$ cat src/rtl/lcd_write_arbiter_if.sv
// Bus between the LCD write arbiter and its environment: the requester
// side (req / data / strobe / done / grant) plus the single SPI LCD writer
// (data / en_write / wr_done).  The arbiter is the slave; the requesters
// together with the writer form the master side.
interface lcd_write_arbiter_if #(
  parameter int NUM_REQ = 3
);
  logic [NUM_REQ-1:0]   req;
  logic [9*NUM_REQ-1:0] req_data;
  logic [NUM_REQ-1:0]   req_en_write;
  logic [NUM_REQ-1:0]   req_done;
  logic [NUM_REQ-1:0]   gnt;
  logic [8:0]           data;
  logic                 en_write;
  logic                 wr_done;

  modport master (
    output req, req_data, req_en_write, wr_done,
    input  req_done, gnt, data, en_write
  );

  modport slave (
    input  req, req_data, req_en_write, wr_done,
    output req_done, gnt, data, en_write
  );
endinterface

$ cat src/rtl/lcd_write_arbiter.sv
// Shares one SPI LCD writer (9-bit word, bit8 = D/C) between NUM_REQ
// requesters.  Port 0 (panel init) is the only eligible port until
// init_done; afterwards grants rotate round-robin.  A grant is held for a
// whole burst until the owner drops req.  A wr_done watchdog keeps a stuck
// writer from hanging the owner, and sticky flags record protocol misuse.
module lcd_write_arbiter #(
  parameter int NUM_REQ     = 3,
  parameter int TIMEOUT_CYC = 4096,
  parameter int CNT_W       = 13
) (
  input  logic                sys_clk,
  input  logic                sys_rst_n,
  input  logic                init_done,
  lcd_write_arbiter_if.slave  bus,
  output logic                timeout_err,
  output logic                proto_err
);

  localparam int                 IDX_W   = (NUM_REQ > 1) ? $clog2(NUM_REQ) : 1;
  localparam logic [IDX_W-1:0]   PTR_RST = IDX_W'(NUM_REQ - 1);
  localparam logic [CNT_W-1:0]   WD_LAST = CNT_W'(TIMEOUT_CYC - 1);

  typedef enum logic [1:0] {
    IDLE,
    OWNED,
    BUSY
  } state_t;

  state_t             state;
  logic [IDX_W-1:0]   ptr;        // last winner; equals the owner while granted
  logic [NUM_REQ-1:0] gnt_q;
  logic [8:0]         data_q;
  logic               en_write_q;
  logic [CNT_W-1:0]   wd_cnt;

  logic [NUM_REQ-1:0] eligible;
  logic [IDX_W-1:0]   win_idx;
  logic               win_found;
  int                 cand;
  logic [8:0]         owner_word;
  logic               owner_req;
  logic               owner_strobe;
  logic               stray_strobe;
  logic               busy_end;

  // Round-robin search upward from ptr+1; the nearest set bit wins.
  // NOTE: every always_comb output gets a default before any branch or loop,
  // otherwise a path that skips the assignment infers a latch.
  always_comb begin
    eligible  = bus.req & (init_done ? {NUM_REQ{1'b1}} : NUM_REQ'(1));
    win_idx   = ptr;
    win_found = 1'b0;
    cand      = 0;
    for (int k = NUM_REQ; k >= 1; k--) begin
      cand = (int'(ptr) + k) % NUM_REQ;
      if (eligible[cand]) begin
        win_idx   = IDX_W'(cand);
        win_found = 1'b1;
      end
    end
  end

  // Owner-side view of the request bus and the completion condition.
  always_comb begin
    owner_word   = bus.req_data[9*ptr +: 9];
    owner_req    = bus.req[ptr];
    owner_strobe = bus.req_en_write[ptr];
    stray_strobe = |(bus.req_en_write & ~gnt_q);
    busy_end     = (state == BUSY) && (bus.wr_done || (wd_cnt == WD_LAST));
  end

  // Completion is routed straight through so the owner sees it in the
  // same cycle as wr_done (or the watchdog expiry).
  assign bus.req_done = gnt_q & {NUM_REQ{busy_end}};
  assign bus.gnt      = gnt_q;
  assign bus.data     = data_q;
  assign bus.en_write = en_write_q;

  // Arbitration FSM, writer strobe, watchdog and sticky error flags.
  // NOTE: state is updated with non-blocking assignments so every register
  // samples pre-edge values regardless of statement order.
  always_ff @(posedge sys_clk or negedge sys_rst_n) begin
    if (!sys_rst_n) begin
      state       <= IDLE;
      ptr         <= PTR_RST;
      gnt_q       <= '0;
      data_q      <= '0;
      en_write_q  <= 1'b0;
      wd_cnt      <= '0;
      timeout_err <= 1'b0;
      proto_err   <= 1'b0;
    end else begin
      en_write_q <= 1'b0;

      // Strobes from non-owners, strobes while a word is in flight and
      // completions nobody is waiting for are dropped and flagged.
      if (stray_strobe ||
          ((state == BUSY) && owner_strobe) ||
          ((state != BUSY) && bus.wr_done)) begin
        proto_err <= 1'b1;
      end

      unique case (state)
        IDLE: begin
          if (win_found) begin
            gnt_q <= NUM_REQ'(1) << win_idx;
            ptr   <= win_idx;
            state <= OWNED;
          end
        end
        OWNED: begin
          // A strobe is honoured even if req drops in the same cycle.
          if (owner_strobe) begin
            data_q     <= owner_word;
            en_write_q <= 1'b1;
            wd_cnt     <= '0;
            state      <= BUSY;
          end else if (!owner_req) begin
            gnt_q <= '0;
            state <= IDLE;
          end
        end
        BUSY: begin
          // wr_done wins over a simultaneous watchdog expiry.
          if (bus.wr_done) begin
            state <= OWNED;
          end else if (wd_cnt == WD_LAST) begin
            timeout_err <= 1'b1;
            state       <= OWNED;
          end else begin
            wd_cnt <= wd_cnt + 1'b1;
          end
        end
        default: state <= IDLE;
      endcase
    end
  end

endmodule

$ cat src/flat_wrapper.sv
// flat-port wrapper written by rule: the top's interface ports become plain ports
module lcd_write_arbiter_flat 
#(
  parameter int NUM_REQ     = 3,
  parameter int TIMEOUT_CYC = 4096,
  parameter int CNT_W       = 13
)
  (sys_clk, sys_rst_n, init_done, timeout_err, proto_err, bus_req, bus_req_data, bus_req_en_write, bus_wr_done, bus_req_done, bus_gnt, bus_data, bus_en_write);
  lcd_write_arbiter_if #(.NUM_REQ(NUM_REQ)) bus_i ();
  input  logic sys_clk;
  input  logic sys_rst_n;
  input  logic init_done;
  output logic timeout_err;
  output logic proto_err;
  input wire logic [$bits(bus_i.req)-1:0] bus_req;
  input wire logic [$bits(bus_i.req_data)-1:0] bus_req_data;
  input wire logic [$bits(bus_i.req_en_write)-1:0] bus_req_en_write;
  input wire logic [$bits(bus_i.wr_done)-1:0] bus_wr_done;
  output wire logic [$bits(bus_i.req_done)-1:0] bus_req_done;
  output wire logic [$bits(bus_i.gnt)-1:0] bus_gnt;
  output wire logic [$bits(bus_i.data)-1:0] bus_data;
  output wire logic [$bits(bus_i.en_write)-1:0] bus_en_write;
  assign bus_i.req = bus_req;
  assign bus_i.req_data = bus_req_data;
  assign bus_i.req_en_write = bus_req_en_write;
  assign bus_i.wr_done = bus_wr_done;
  assign bus_req_done = bus_i.req_done;
  assign bus_gnt = bus_i.gnt;
  assign bus_data = bus_i.data;
  assign bus_en_write = bus_i.en_write;
  lcd_write_arbiter #(.NUM_REQ(NUM_REQ), .TIMEOUT_CYC(TIMEOUT_CYC), .CNT_W(CNT_W)) u_core (.sys_clk(sys_clk), .sys_rst_n(sys_rst_n), .init_done(init_done), .bus(bus_i), .timeout_err(timeout_err), .proto_err(proto_err));
endmodule
$ cat config.mk
export PLATFORM = sky130hd
export DESIGN_NAME = lcd_write_arbiter_flat
export DESIGN_NICKNAME = d
export VERILOG_FILES = /design/src/rtl/lcd_write_arbiter_if.sv /design/src/rtl/lcd_write_arbiter.sv /design/src/flat_wrapper.sv
export SDC_FILE = /design/constraint.sdc
export NUM_CORES = 1
export LEC_CHECK = 0
export CAP_MARGIN = 20
export CORE_ASPECT_RATIO = 0.8
export CORE_MARGIN = 2
export CORE_UTILIZATION = 50
export CTS_CLUSTER_DIAMETER = 40
export DETAILED_ROUTE_END_ITERATION = 10
export DONT_BUFFER_PORTS = 1
export PLACE_DENSITY_LB_ADDON = 0.2
export SKIP_CTS_REPAIR_TIMING = 1
export SLEW_MARGIN = 25
export SYNTH_ARGS = -nofsm -noshare
export SYNTH_HDL_FRONTEND = slang
export SYNTH_SLANG_ARGS = --single-unit
export TNS_END_PERCENT = 50
$ cat constraint.sdc
create_clock -name sys_clk -period 2.39 [get_ports sys_clk]
set_clock_uncertainty 0.05 [all_clocks]
set_input_delay 0.478 -clock sys_clk [delete_from_list [all_inputs] [get_ports sys_clk]]
set_output_delay 0.478 -clock sys_clk [all_outputs]
set_load 0.02 [all_outputs]
* Word-level counts from Yosys, hierarchy flattened
Cells that the tools add are included.
** Storage, ports and cells
- Bits in registers :: 32
- Input port bits :: 37
- Output and inout port bits :: 18
** Cells by class
- Add/sub/neg operators :: 4
- $mul :: 1
- Divide/modulo/power cells :: 3
- $lt $le $gt $ge :: 4
- Equal/unequal tests :: 12
- Shift-type cells :: 2
- Muxes and demuxes :: 36
- Bitwise logic cells :: 5
- Reduce and logical (&&, ||, !) cells :: 16
** Operators by type and width (number)
- $lt 32x4->1 const B :: 3
- $mod 32x3->32 const B :: 3
- $mux 13 :: 3
- $shiftx 27x7->9 :: 1
- $pmux 13 s2 :: 1
- $mux 2 :: 8
- $add 13x1->13 const B :: 1
- $eq 13x12->1 const B :: 1
- $mux 1 :: 13
- $mux 3 :: 4
- $bmux 1 s2 :: 5
- $ne 2x2->1 const B :: 5
- $and 3x3->3 :: 3
- $reduce_and 4->1 :: 2
- $add 2x2->3 const B :: 2
- $mul 4x2->6 const A :: 1
- $ne 3x3->1 const B :: 2
- $pmux 2 s3 :: 1
- $pmux 3 s2 :: 1
- $reduce_and 3->1 :: 2
- $ne 2x1->1 const B :: 2
- $reduce_and 2->1 :: 2
- $reduce_bool 2->1 :: 2
- $add 2x1->3 const B :: 1
- other kinds (10) :: 14

* Logic depth before layout (Yosys ltp)
Gate-level depths: netlist of run 1.
- Depth after elaboration :: 11
- Depth in mapped cells :: 9

* Least setup slack after synthesis of run 1
No wires, ideal clock.
- Kind :: reg-to-reg
- Start point :: register u_core.ptr[0]
- End point :: register u_core.ptr[0]
- Library setup time :: 0.139 ns
- Arrival time :: 2.010 ns
- Data required time :: 2.201 ns
- Path slack :: 0.191 ns
- Cell stages (with the launch flop) :: 10
- Clock period less this slack :: 2.199 ns
- Cell sequence :: dfrtp_1 buf_2 inv_2 ha_1 buf_6 and4b_4 a211oi_4 and3b_1 a311oi_1 o22ai_1
** Between the ends
- Cells in the longest elaborated chain, start to end :: 9
- Elaborated cells between the ends (all ways) :: 22
** Ends and longest elaborated chain
- start, declared :: line lcd_write_arbiter.sv:30 : logic [IDX_W-1:0] ptr;
- start signal, assigned :: line lcd_write_arbiter.sv:107 : ptr <= win_idx;
- $add 2x2->3 :: line lcd_write_arbiter.sv:55 : cand = (int'(ptr) + k) % NUM_REQ;
- $mod 32x3->32 :: line lcd_write_arbiter.sv:55
- $bmux 1 s2 :: line lcd_write_arbiter.sv:56 : if (eligible[cand]) begin
- $mux 1 (not written as such) (2 in series) :: line lcd_write_arbiter.sv:56
- $mux 1 (3 in series) :: line lcd_write_arbiter.sv:56
- $reduce_and 2->1 (no line)
Several ways; a longest one is shown, not always the timed one. The select of a mux whose other input is x is not followed.
A chain may end at the register's enable or synchronous reset.

* Final worst setup path of run 1
- Start point :: register u_core.wd_cnt[0]
- End point :: output port bus_req_done[0]
** Between the ends
- Cells in the longest elaborated chain, start to end :: 4
** Ends and longest elaborated chain
- start, declared :: line lcd_write_arbiter.sv:34 : logic [CNT_W-1:0] wd_cnt;
- start signal, assigned :: line lcd_write_arbiter.sv:131 : wd_cnt <= wd_cnt + 1'b1;
- $eq 13x12->1 :: line lcd_write_arbiter.sv:69 : busy_end = (state == BUSY) && (bus.wr_done || (wd_cnt == WD_LAST));
- $logic_or 1x1->1 :: line lcd_write_arbiter.sv:69
- $logic_and 1x1->1 :: line lcd_write_arbiter.sv:69
- $and 3x3->3 :: line lcd_write_arbiter.sv:74 : assign bus.req_done = gnt_q & {NUM_REQ{busy_end}};
- end, declared :: line flat_wrapper.sv:19 : output wire logic [$bits(bus_i.req_done)-1:0] bus_req_done;
No other way between the ends.

==> summary.md, run 1 <==
| Metric | Value |
|---|---|
| Outcome | `completed` |
| Total core area | `~0.0039 mm2` |
| Hold path startpoint | `bus_req_en_write[0]` |
| Worst hold path type | `in2reg` |
| Worst-Skew Late Latency | `approximately 0.28 ns` |
| Crit path kind | `reg2out` |
| Syn_nets | `257` |
| Clock Pin Slew Worst Setup and Hold Paths | `around 0.07 ns` |
| CTS root buf | `clkbuf_8` |
| Drt wl/cell | `between 15 and 20 um` |
| Die area | `between 0.004 and 0.005 mm2` |
| R2R Path End | `u_core.ptr[0]` |
| Final Hold Viols | `0` |
| Cell Int Power | `1.339 mW` |
| Gr usage total | `a little over a fifth` |
| Distinct cells, synth | `between 50 and 60` |
| Netlist Area Pre-Place | `~0.002 mm2` |
| Die W | `around 75 um` |
| # DRC | `0` |
| Final std cells w/o fill | `around 280` |
| Max Cap Viol | `0` |
| Vias per cell | `5.913` |
| Fraction of layout cells with a size suffix above 1 | `about a fifth` |
| FP Rows | `20` |
| CTS tree | `yes` |
| Post-Place Cells | `263` |
| Part of the power in combinational logic | `between 40% and 50%` |
| Port Buf Inserts | `0` |
| Finished Core Util | `approximately three fifths` |
| Synth Instances | `between 200 and 250` |
| Sink of the worst hold path | `u_core.proto_err` |
| Total wire length | `between 4 and 5 mm` |
| Vias in the first global route | `about 1,600` |
| R2R cell count | `6` |
| Max Root-Sink Buffers | `2` |
| Flop and latch count out of synthesis | `32` |
| Crit path time final | `2.373 ns` |
| Ys flop type | `dfrtp_1` |
| ANT cells | `0` |
| Crit Path Max Fanout | `4` |
| Fraction of the cycle the final worst path needs | `99.28%` |
| DR vias | `1,632` |
| Slew margin rel. | `between 60% and 70%` |
| Reg power frac | `39.5%` |
| Final setup fails | `0` |
| RR Startpoint | `u_core.ptr[1]` |
| CP arrival | `roughly 1.8 ns` |
| Seq/Total Area, Yosys | `about two fifths` |
| Largest net degree at the start of global routing | `33` |
| Yosys warns | `0` |
| Post-DRT Antenna Nets | `0` |
| Yosys top cell area share | `approximately two fifths` |
| TritonCTS Sinks | `32` |
| Synth Area per Inst | `9.425 um2` |
| Layout Nets | `approximately 260` |
| Clock Power Share | `a little under a fifth` |
| Boundary Pins | `55` |
| Num CTS Buffers | `5` |
| Final Max Tran Viols | `0` |
| Setup crit end kind | `output pin` |
| Layout Area Growth over Synthesis | `10.57%` |
| P_sw | `approximately 1.0 mW` |
| Sw Share | `42.93%` |
| FFs w/ async S/R, synth | `100.0%` |
| Required @ worst endpoint | `1.86 ns` |
| Area leader, netlist | `dfrtp_1` |
| Max VDD drop | `between 500 and 600 uV` |
| Upper clock frequency limit | `between 400 and 500 MHz` |
| Reg2Reg Setup Slack | `about 0.12 ns` |
| Total grt overflow | `0` |
| LEAKAGE | `0.9309 nW` |
| Slew @ Worst Pin | `roughly 0.50 ns` |
| First-pass GRT wire length | `between 7 and 8 mm` |
| Startpoint types | `flop` |
| Top post-synthesis cells by area | `dfrtp_1, nor2_1, mux2i_1` |
| Initial DRC count | `just under 100` |
| Layout fillers | `between 300 and 400` |
| Drt pass-1 iters | `4` |
| Power per cell area | `1043 mW/mm2` |
| DIE HEIGHT | `between 60 and 70 um` |
| H-tree depth | `2` |
| Min-Delay Path Depth | `2` |
| Number of flops mapped to enable cells by yosys | `0` |
| Total power | `2.347 mW` |
| Initial antenna violation count | `0` |
| Initial Util | `a little over half` |
| Final GP Congestion | `about 0.92` |
| Hpwl dp | `between 3 and 4 mm` |
## cell type report
| type | instances | area, um2 | area share (%) |
|---|---|---|---|
| clock buffers | 7 | 86.33 | 3.835 |
| clock inverters | 1 | 7.507 | 0.3335 |
| inverters | 7 | 26.28 | 1.167 |
| multi-input cells | 165 | 1177 | 52.31 |
| flip-flops and latches | 32 | 802.0 | 35.63 |
| well taps | 55 | 68.82 | 3.057 |
| repair buffers | 9 | 82.58 | 3.669 |
## worst max-delay path: stages (launching register included)
cell and delay (ns):
dfrtp_1 0.42, ha_2 0.23, and3b_2 0.26, and4_4 0.18, o21ai_1 0.32, nor2_2 0.15
## sequential cells by signal, indices dropped and copies added (netlist names)
signal,cells
u_core.timeout_err,1
u_core.bus.data,9
u_core.ptr,2
u_core.bus.en_write,1
u_core.state,2
u_core.proto_err,1
u_core.wd_cnt,13
u_core.bus.gnt,3
## cell usage after synthesis, types with 2 or more instances
cell type,count
a22oi_1,2
xnor2_1,5
xor2_1,3
buf_6,4
nand4b_1,3
mux2_1,2
nor4_2,4
and3b_1,2
nor2_1,25
and4_1,2
inv_2,2
a21oi_1,17
and4b_1,2
nand4_1,3
nor2b_1,3
ha_1,4
o21ai_1,14
nand2_1,18
nand3_1,9
o21ai_0,3
buf_2,6
nor3b_1,2
nand2b_1,3
inv_1,5
dfrtp_1,31
buf_4,2
mux2i_1,9
## worst max-delay path by stage
stage / startpoint / to / slack, ns / cells past startpoint
6_report: u_core.wd_cnt[0] / bus_req_done[0] / 0.02 / 5
5_1_grt: u_core.wd_cnt[0] / bus_req_done[0] / -0.06 / 5
4_1_cts: u_core.wd_cnt[0] / bus_req_done[2] / -0.14 / 5
3_5_place_dp: u_core.ptr[1] / u_core.ptr[0] / 0.07 / 7
3_3_place_gp: u_core.ptr[1] / u_core.ptr[0] / 0.08 / 7
2_1_floorplan: u_core.ptr[0] / u_core.ptr[0] / 0.19 / 9
## layout by cell type, fill, tap and decap left out, types with 4 or more instances in the layout
cell type	instances
dfrtp_1	31
nor2_1	22
nand2_1	18
a21oi_1	17
o21ai_1	13
nand3_1	9
mux2i_1	9
buf_4	7
clkbuf_8	6
inv_1	5
xnor2_1	5
nor4_2	4
## through the flow
step / setup slack (ns) / TNS, ns / area (um2) / hold WS (ns)
after floorplan: 0.1908 / 0 / 2036 / 0.1324
after global placement: 0.08231 / 0 / 2044 / 0.1331
after detailed placement: 0.06528 / 0 / 2044 / 0.1331
after CTS: -0.1365 / -0.4036 / 2138 / -0.1675
after global routing: -0.05862 / -0.1257 / 2251 / 0.2858
final: 0.01711 / 0 / 2251 / 0.2946
## kinds of logic after synthesis
group	count (synthesis)	synth area share, %
fa+ha+maj	4	2.459
compound gates	53	17.27
xor+xnor	8	3.442
mux	12	6.269
flops	32	39.40
buf+inv	19	5.716
simple gates	88	25.45
## power groups by stage
stage	registers (mW)	logic (mW)	clock network [mW]
global route	0.950	1.11	0.468
global placement	0.936	0.829	0
detailed placement	0.934	0.871	0
CTS	0.930	0.869	0.435
finish	0.928	0.987	0.432
floorplan	0.899	0.764	0
## layer usage
layer,up-vias,wire length [um],track usage (%),share of wire (%)
li1,786,-,-,-
met1,768,2048,27.06,45
met2,73,2110,34.29,46
met3,5,368,7.038,8.1
met4,0,39,6.767,0.85
met5,-,0,0,0
Power figures use the tool's default switching activity.
==> run 2, diff against run 1 <==
- CORE_UTILIZATION: 50 -> 63
==> run 2 against run 1 <==
Flip-flop and latch count is the same; first-iteration DRC count rose by 65%; fmax increased by 2.8%; clock power rose by 17%; total power is 0.94% higher; hold slack worse by 0.0098 ns; critical path type unchanged; critical endpoint is now bus_req_done[1]; largest power group unchanged.
==> summary.md, run 2 (synthesized netlist as in run 1, its figures left out) <==
| Metric | Value |
|---|---|
| Outcome | `completed (unchanged)` |
| Total core area | `0.003085 mm2 (was 0.003854 mm2)` |
| H-tree depth | `2 (unchanged)` |
| RR Startpoint | `u_core.ptr[1] (unchanged)` |
| Die area | `0.003705 mm2 (was 0.004601 mm2)` |
| Port Buf Inserts | `0 (unchanged)` |
| ANT cells | `0 (unchanged)` |
| Layout Area Growth over Synthesis | `10.02% (was 10.57%)` |
| Layout Nets | `263 (was 261)` |
| Max Cap Viol | `0 (unchanged)` |
| Max Root-Sink Buffers | `2 (unchanged)` |
| Number of flip-flops in the largest register | `13 (unchanged)` |
| # DRC | `0 (unchanged)` |
| Required @ worst endpoint | `1.86 ns (about the same)` |
| Final Hold Viols | `0 (unchanged)` |
| Most frequent cells in the layout | `dfrtp_1, nor2_1, nand2_1 (unchanged)` |
| Worst-Skew Late Latency | `0.29 ns (was 0.28 ns)` |
| Clock Power Share | `21.3% (was 18.4%)` |
| TritonCTS Sinks | `32 (unchanged)` |
| Final setup fails | `0 (unchanged)` |
| Setup crit end kind | `output pin (unchanged)` |
| Num CTS Buffers | `5 (unchanged)` |
| Part of the power in combinational logic | `39.5% (was 42.0%)` |
| LEAKAGE | `0.9466 nW (was 0.9309 nW)` |
| CTS tree | `yes (unchanged)` |
| Hpwl dp | `3.266 mm (was 3.295 mm)` |
| Setup WS pre-CTS | `0.1233 ns (was 0.06528 ns)` |
| Reg2Reg Setup Slack | `0.08 ns (was 0.12 ns)` |
| Min-Delay Path Depth | `2 (unchanged)` |
| P_sw | `981.9 uW (was 1.008 mW)` |
| Crit path kind | `reg2out (unchanged)` |
| Post-DRT Antenna Nets | `0 (unchanged)` |
| Drt wl/cell | `17.25 um (was 16.55 um)` |
| CTS root buf | `clkbuf_8 (unchanged)` |
| Clock Pin Slew Worst Setup and Hold Paths | `0.06 ns (was 0.07 ns)` |
| DIE HEIGHT | `54.84 um (was 61.07 um)` |
| Hold path startpoint | `bus_req_en_write[2] (was bus_req_en_write[0])` |
| Slew @ Worst Pin | `0.4599 ns (was 0.4978 ns)` |
| Slew margin rel. | `69.20% (was 66.67%)` |
| Commonest non-fill, non-tap cell in the layout | `dfrtp_1 (unchanged)` |
| Fraction of the cycle the final worst path needs | `96.60% (was 99.28%)` |
| Boundary Pins | `55 (unchanged)` |
| Max VDD drop | `669.9 uV (was 592.3 uV)` |
| CP arrival | `1.78 ns (was 1.84 ns)` |
| DRT met1 WL | `2.011 mm (was 2.048 mm)` |
| Reg power frac | `39.2% (was 39.5%)` |
| Initial Util | `65.98% (was 52.82%)` |
| Largest net degree at the start of global routing | `33 (unchanged)` |
| Total wire length | `4.537 mm (was 4.567 mm)` |
| Detail Route met2 WL | `2.124 mm (was 2.110 mm)` |
| Drt pass-1 iters | `7 (was 4)` |
| Power per cell area | `1058 mW/mm2 (was 1043 mW/mm2)` |
| Cell Int Power | `1.387 mW (was 1.339 mW)` |
| Vias per cell | `6.297 (was 5.913)` |
| Fraction of layout cells with a size suffix above 1 | `20.18% (was 20.81%)` |
| R2R cell count | `6 (unchanged)` |
| Vias in the first global route | `1,504 (was 1,612)` |
| Final GP Congestion | `0.8554 (was 0.9210)` |
| R2R Path End | `u_core.ptr[0] (unchanged)` |
| RSZ-0062 raised after global routing | `false` |
| Initial antenna violation count | `0 (unchanged)` |
| Most flops, register | `u_core.wd_cnt (unchanged)` |
| Upper clock frequency limit | `433.2 MHz (was 421.4 MHz)` |
| DR vias | `1,656 (was 1,632)` |
| Sw Share | `41.45% (was 42.93%)` |
| Top routing layer in use | `met4 (unchanged)` |
| Total power | `2.369 mW (was 2.347 mW)` |
| Worst hold path type | `in2reg (unchanged)` |
| Finished Core Util | `72.59% (was 58.41%)` |
| Layout fillers | `237 (was 334)` |
| Crit path time final | `2.309 ns (was 2.373 ns)` |
| Area post-placement | `0.002026 mm2 (was 0.002044 mm2)` |
| Worst setup margin | `0.08135 ns (was 0.01711 ns)` |
| Final Max Tran Viols | `0 (unchanged)` |
| First-pass GRT wire length | `7.065 mm (was 7.286 mm)` |
| FP Rows | `18 (was 20)` |
| Gr usage total | `26.29% (was 21.17%)` |
| Startpoint types | `flop (unchanged)` |
| Total grt overflow | `0 (unchanged)` |
| Final Instance Area | `0.002240 mm2 (was 0.002251 mm2)` |
| Die W | `67.56 um (was 75.34 um)` |
| Post-route setup TNS | `0 ns (unchanged)` |
| Met3 wire length | `325 um (was 368 um)` |
| Sink of the worst hold path | `u_core.proto_err (unchanged)` |
| Initial DRC count | `163 (was 99)` |
| Crit Path Max Fanout | `4 (unchanged)` |
run 2: cell count changes in the layout (fill, tap and decap cells not counted), sizes merged:
cell | previous run | this run
buf | 8 | 10
bufinv | 0 | 1
clkbuf | 7 | 6
clkinv | 0 | 1
clkinvlp | 1 | 0
run 2: how the worst max path moves through the flow:
stage                     slack [ns]  cells past startpoint              end        startpoint
final                           0.08                      5  bus_req_done[1]  u_core.wd_cnt[1]
after global routing           0.004                      5  bus_req_done[1]  u_core.wd_cnt[1]
after CTS                      -0.11                      5  bus_req_done[1]  u_core.wd_cnt[0]
after detailed placement        0.12                      7    u_core.ptr[0]     u_core.ptr[1]
after global placement          0.25                      5  bus_req_done[0]  u_core.wd_cnt[0]
after floorplan                 0.19                      9    u_core.ptr[0]     u_core.ptr[0]
run 2: critical path, stage by stage, from the launching register on:
cell and delay (ns):
dfrtp_1 0.42, ha_4 0.19, and3b_2 0.23, and4_4 0.20
o21ai_1 0.31, nor2_2 0.14
run 2: power groups by stage:
stage / sequential (mW) / clock (mW) / combinational (mW)
after floorplan: 0.899 / 0 / 0.764
after global placement: 0.927 / 0 / 0.823
after detailed placement: 0.932 / 0 / 0.868
after CTS: 0.927 / 0.509 / 0.865
after global routing: 0.950 / 0.543 / 1.05
final: 0.928 / 0.506 / 0.935
run 2: layer usage:
metal	vias up	track usage, %
li1	792	-
met1	793	34.46
met2	62	41.01
met3	9	8.436
met4	0	9.524
met5	-	0
run 2: cell type report:
cell class	count	area (um2)	share of cell area, %
flip-flops and latches	32	802.0	35.81
well taps	40	50.05	2.235
repair buffers	11	97.59	4.358
clock inverters	2	35.03	1.564
clock buffers	6	72.57	3.240
inverters	7	26.28	1.173
multi-input cells	165	1156	51.62
run 2: per-stage QoR:
| step | hold WS [ns] | cells |
|---|---|---|
| 3_5_place_dp | 0.1331 | 248 |
| 2_1_floorplan | 0.1324 | 216 |
| 3_3_place_gp | 0.1331 | 248 |
| 6_report | 0.2848 | 263 |
| 5_1_grt | 0.2948 | 263 |
| 4_1_cts | -0.1711 | 256 |
==> run 3, diff against run 2 <==
- ABC_CLOCK_PERIOD_IN_PS: default -> 2390
- CAP_MARGIN: 20 -> 10
- CTS_CLUSTER_SIZE: default -> 14
==> results of run 3 <==
No change in the layout: final DEF, timing and power equal those of run 2.
